**src/rtl/sync_debounce_bank.sv**
```systemverilog
// Multi-channel synchroniser and debouncer: each channel has its own sync chain and stability counter.
// Define DEBOUNCE_EDGE_EN to get registered one-cycle rise/fall pulses; without it they are tied low.
module sync_debounce_bank #(
  parameter int NUM_CH          = 4,
  parameter int SYNC_STAGES     = 2,
  parameter int DEBOUNCE_CYCLES = 32768
) (
  input  logic              Clk,
  input  logic              Reset_n,
  input  logic [NUM_CH-1:0] d,
  output logic [NUM_CH-1:0] q,
  output logic [NUM_CH-1:0] rise,
  output logic [NUM_CH-1:0] fall
);

  localparam int             CW      = $clog2(DEBOUNCE_CYCLES + 1);
  localparam logic [CW-1:0]  CNT_MAX = CW'(DEBOUNCE_CYCLES);

  for (genvar gi = 0; gi < NUM_CH; gi++) begin : g_ch
    logic [SYNC_STAGES-1:0] r_sync;
    logic                   w_s;
    logic                   r_p;
    logic [CW-1:0]          r_cnt;
    logic [CW-1:0]          w_cnt_next;
    logic                   r_q;
    logic                   w_q_next;

    always_ff @(posedge Clk) begin
      if (!Reset_n) begin
        r_sync <= '0;
        r_p    <= 1'b0;
        r_cnt  <= '0;
        r_q    <= 1'b0;
      end else begin
        r_sync <= {r_sync[SYNC_STAGES-2:0], d[gi]};
        r_p    <= w_s;
        r_cnt  <= w_cnt_next;
        r_q    <= w_q_next;
      end
    end

    assign w_s = r_sync[SYNC_STAGES-1];

    // Any change between s and its delayed copy restarts the count; q only loads once saturated.
    always_comb begin
      w_cnt_next = r_cnt;
      w_q_next   = r_q;
      if (w_s != r_p) begin
        w_cnt_next = '0;
      end else if (r_cnt != CNT_MAX) begin
        w_cnt_next = r_cnt + 1'b1;
      end else begin
        w_q_next = w_s;
      end
    end

    assign q[gi] = r_q;

`ifdef DEBOUNCE_EDGE_EN
    logic r_rise;
    logic r_fall;

    always_ff @(posedge Clk) begin
      if (!Reset_n) begin
        r_rise <= 1'b0;
        r_fall <= 1'b0;
      end else begin
        r_rise <= w_q_next & ~r_q;
        r_fall <= ~w_q_next & r_q;
      end
    end

    assign rise[gi] = r_rise;
    assign fall[gi] = r_fall;
`else
    assign rise[gi] = 1'b0;
    assign fall[gi] = 1'b0;
`endif
  end

endmodule

```
**config.mk**
```make
export PLATFORM = sky130hd
export DESIGN_NAME = sync_debounce_bank
export DESIGN_NICKNAME = d
export VERILOG_FILES = /design/src/rtl/sync_debounce_bank.sv
export SDC_FILE = /design/constraint.sdc
export NUM_CORES = 1
export LEC_CHECK = 0
export CORE_MARGIN = 5
export CORE_UTILIZATION = 51
export CTS_BUF_LIST = sky130_fd_sc_hd__clkbuf_2
export DETAILED_ROUTE_END_ITERATION = 7
export PLACE_DENSITY = 0.78
export SYNTH_ARGS = -nofsm -noshare
export SYNTH_HDL_FRONTEND = slang
export SYNTH_SLANG_ARGS = --single-unit
```
**constraint.sdc**
```tcl
create_clock -name Clk -period 4.63 [get_ports Clk]
set_clock_uncertainty 0.2 [all_clocks]
set_input_delay 0.463 -clock Clk [delete_from_list [all_inputs] [get_ports Clk]]
set_output_delay 0.463 -clock Clk [all_outputs]
set_load 0.02 [all_outputs]
```
==> flow_metrics.tcl <==
set metrics [dict create \
    cap_violations 0 \
    syn_area_sq_um 3590 \
    synth_edf_count 0 \
    min_path_cells 1 \
    ys_seq_elements 80 \
    rows 30 \
    netlist-cell-type-count 34 \
    drtIter0Drc 92 \
    status "complete, no violations" \
    drt_wl_total_um 6300 \
    fin_crit_ps 2320 \
    syn_area_per_cell_sq_um 8.89 \
    dr.pass1.iters 4 \
    port_buffers 9 \
    setup_viol 0 \
    rr_startpoint "g_ch[1].r_cnt[3]" \
    ctsHoldBuffers 0 \
    ioPinCount 18 \
    mostFrequentLayoutCells "dfxtp_1 (80), nor2_1 (45), nand2_1 (28)" \
    grt_max_degree 26 \
    clock_sinks 80 \
    nets 425 \
    timing.final.ws_setup_ps 2310 \
    avgViaCountPerCell 5.50 \
    drive_gt1_frac 0.0361 \
    first_global_vias 2573 \
    vias 2810 \
    reg2reg_depth 4 \
    cp-end-kind "register" \
    grt.total_usage 0.156 \
    worstPathRequired_ps 4880 \
    core-area_sq_um 6830 \
    crit_fanout 25 \
    ys_warn_count 0 \
    hold_viol 0 \
    hpwl_um 4280 \
    postSynthCellCount 404 \
    rsz0062_at_grt "no" \
    cts_setup_buffers 0 \
    ys_async_sr_fraction 0 \
    clk_latency_ps 510 \
    clkSlewWorstSetupHoldPaths_ps 200 \
    wl_per_cell_um 12.3 \
    die_area_sq_um 8820 \
    timing.final.crit_share 0.500 \
    dp_cells 496 \
    gp_congestion 0.799 \
    leakagePower_nw 1.30 \
    h-tree-depth 3 \
    diodes 0 \
    ant_nets 0 \
    ctsResizeCount 0 \
    grt_pass1_wl_um 11100 \
    cts_tree "yes" \
    tightest_slew_ps 682 \
    numCtsBuffers 9 \
    hold_end "g_ch[1].r_sync[1]" \
    route.detailed.drc 0 \
    dpl_cell_area_sq_um 3710 \
    initial_core_util 0.526 \
    synthFlopType "dfxtp_1" \
    area_delta_synth_final_pct 6.58 \
    r2r_slack_ps 2580 \
    root_buffer "clkbuf_2" \
    n_fill_cell 644 \
    worst-setup-path-type "input port to register" \
    slew_headroom 0.544 \
    final_area_sq_um 3830 \
    final_common_cell "dfxtp_1" \
    max_freq_ghz 0.432 \
    hold_path.class "register to register" \
    ir_worst_vdd_mv 0.254 \
    crit_path_start_kind "input port" \
    setup_tns_ps 0 \
    antenna_found_initial 0 \
    ys_seq_area_frac 0.446 \
    dp_slack_ps 1760 \
    fin_cells 511 \
    r2r-end "g_ch[1].r_cnt[15]" \
    cp.arrival_ps 2570 \
    dieHeight_um 93.9 \
    drv_slew 0 \
    powerDensity_nw_per_um2 306 \
    clockBufferDepth 2 \
    overflow 0 \
    die_width_um 93.9 \
    hold_start "g_ch[1].r_sync[0]" \
]
-- cell families after synthesis --
logic type,Yosys count,share of synthesized area
buf+inv,30,0.0439
mux,4,0.0111
other cells,1,0.00104
xor+xnor,43,0.105
compound gates,44,0.0679
fa+ha+maj,8,0.0279
simple gates,194,0.298
flops,80,0.446
-- critical path: stages --
cell and delay [ps]:
clkdlybuf4s50_1 910, nand2b_1 490, or4_1 620, o21ai_0 90
-- worst max path at each step --
stage,start,to,slack (ps),cells past startpoint
after detailed placement,Reset_n,g_ch[0].r_cnt[12],1760,4
after CTS,Reset_n,g_ch[0].r_cnt[12],2350,4
after global placement,Reset_n,g_ch[0].r_cnt[12],1860,4
final,Reset_n,g_ch[0].r_cnt[12],2310,4
after floorplan,g_ch[2].r_cnt[2],g_ch[2].r_cnt[15],2820,5
after global routing,Reset_n,g_ch[0].r_cnt[12],2180,4
-- state kept, by name (all words and copies together) (netlist names) --
name	cells
g_ch.r_p	4
g_ch.r_q	4
g_ch.r_cnt	64
g_ch.r_sync	8
-- cell usage after synthesis (12+ instances only) --
cell type	n	area [sq um]
dfxtp_1	80	1600
nor2_1	45	169
nand2_1	28	105
xor2_1	25	219
nand3_1	22	110
a21oi_1	19	95.1
nand4_1	18	113
xnor2_1	18	158
o21ai_0	16	80.1
and2_1	14	87.6
or3_1	14	87.6
nor4_1	13	81.3
buf_4	12	90.1
-- routing by layer --
| layer | vias to the layer above | global-route usage | routed length (um) |
|---|---|---|---|
| met1 | 1323 | 0.205 | 3110 |
| met5 | - | 0 | 0 |
| met4 | 0 | 0.0830 | 132 |
| met3 | 12 | 0.0296 | 202 |
| li1 | 1423 | - | - |
| met2 | 52 | 0.242 | 2850 |
-- power by group --
group	leakage [nW]	total (mW)	internal [mW]	switching, mW
registers	0.648	0.716	0.703	0.0131
logic	0.577	0.0614	0.0244	0.0370
clock network	0.0719	0.394	0.169	0.225
-- through the flow --
step,util,power [mW],hold slack [ps]
finish,0.561,1.17,260
floorplan,-,0.779,212
CTS,0.561,1.18,261
global route,0.561,1.22,264
global placement,0.543,0.787,214
detailed placement,0.543,0.790,220
-- final cells by class --
class | instances | area (sq um) | share of cell area
Inverter | 10 | 37.5 | 0.00980
Sequential cell | 80 | 1600 | 0.418
Tap cell | 96 | 120 | 0.0314
Clock inverter | 6 | 75.1 | 0.0196
Timing Repair Buffer | 9 | 90.1 | 0.0235
Multi-Input combinational cell | 301 | 1860 | 0.486
Clock buffer | 9 | 45.0 | 0.0118
Power figures use the tool's default switching activity.
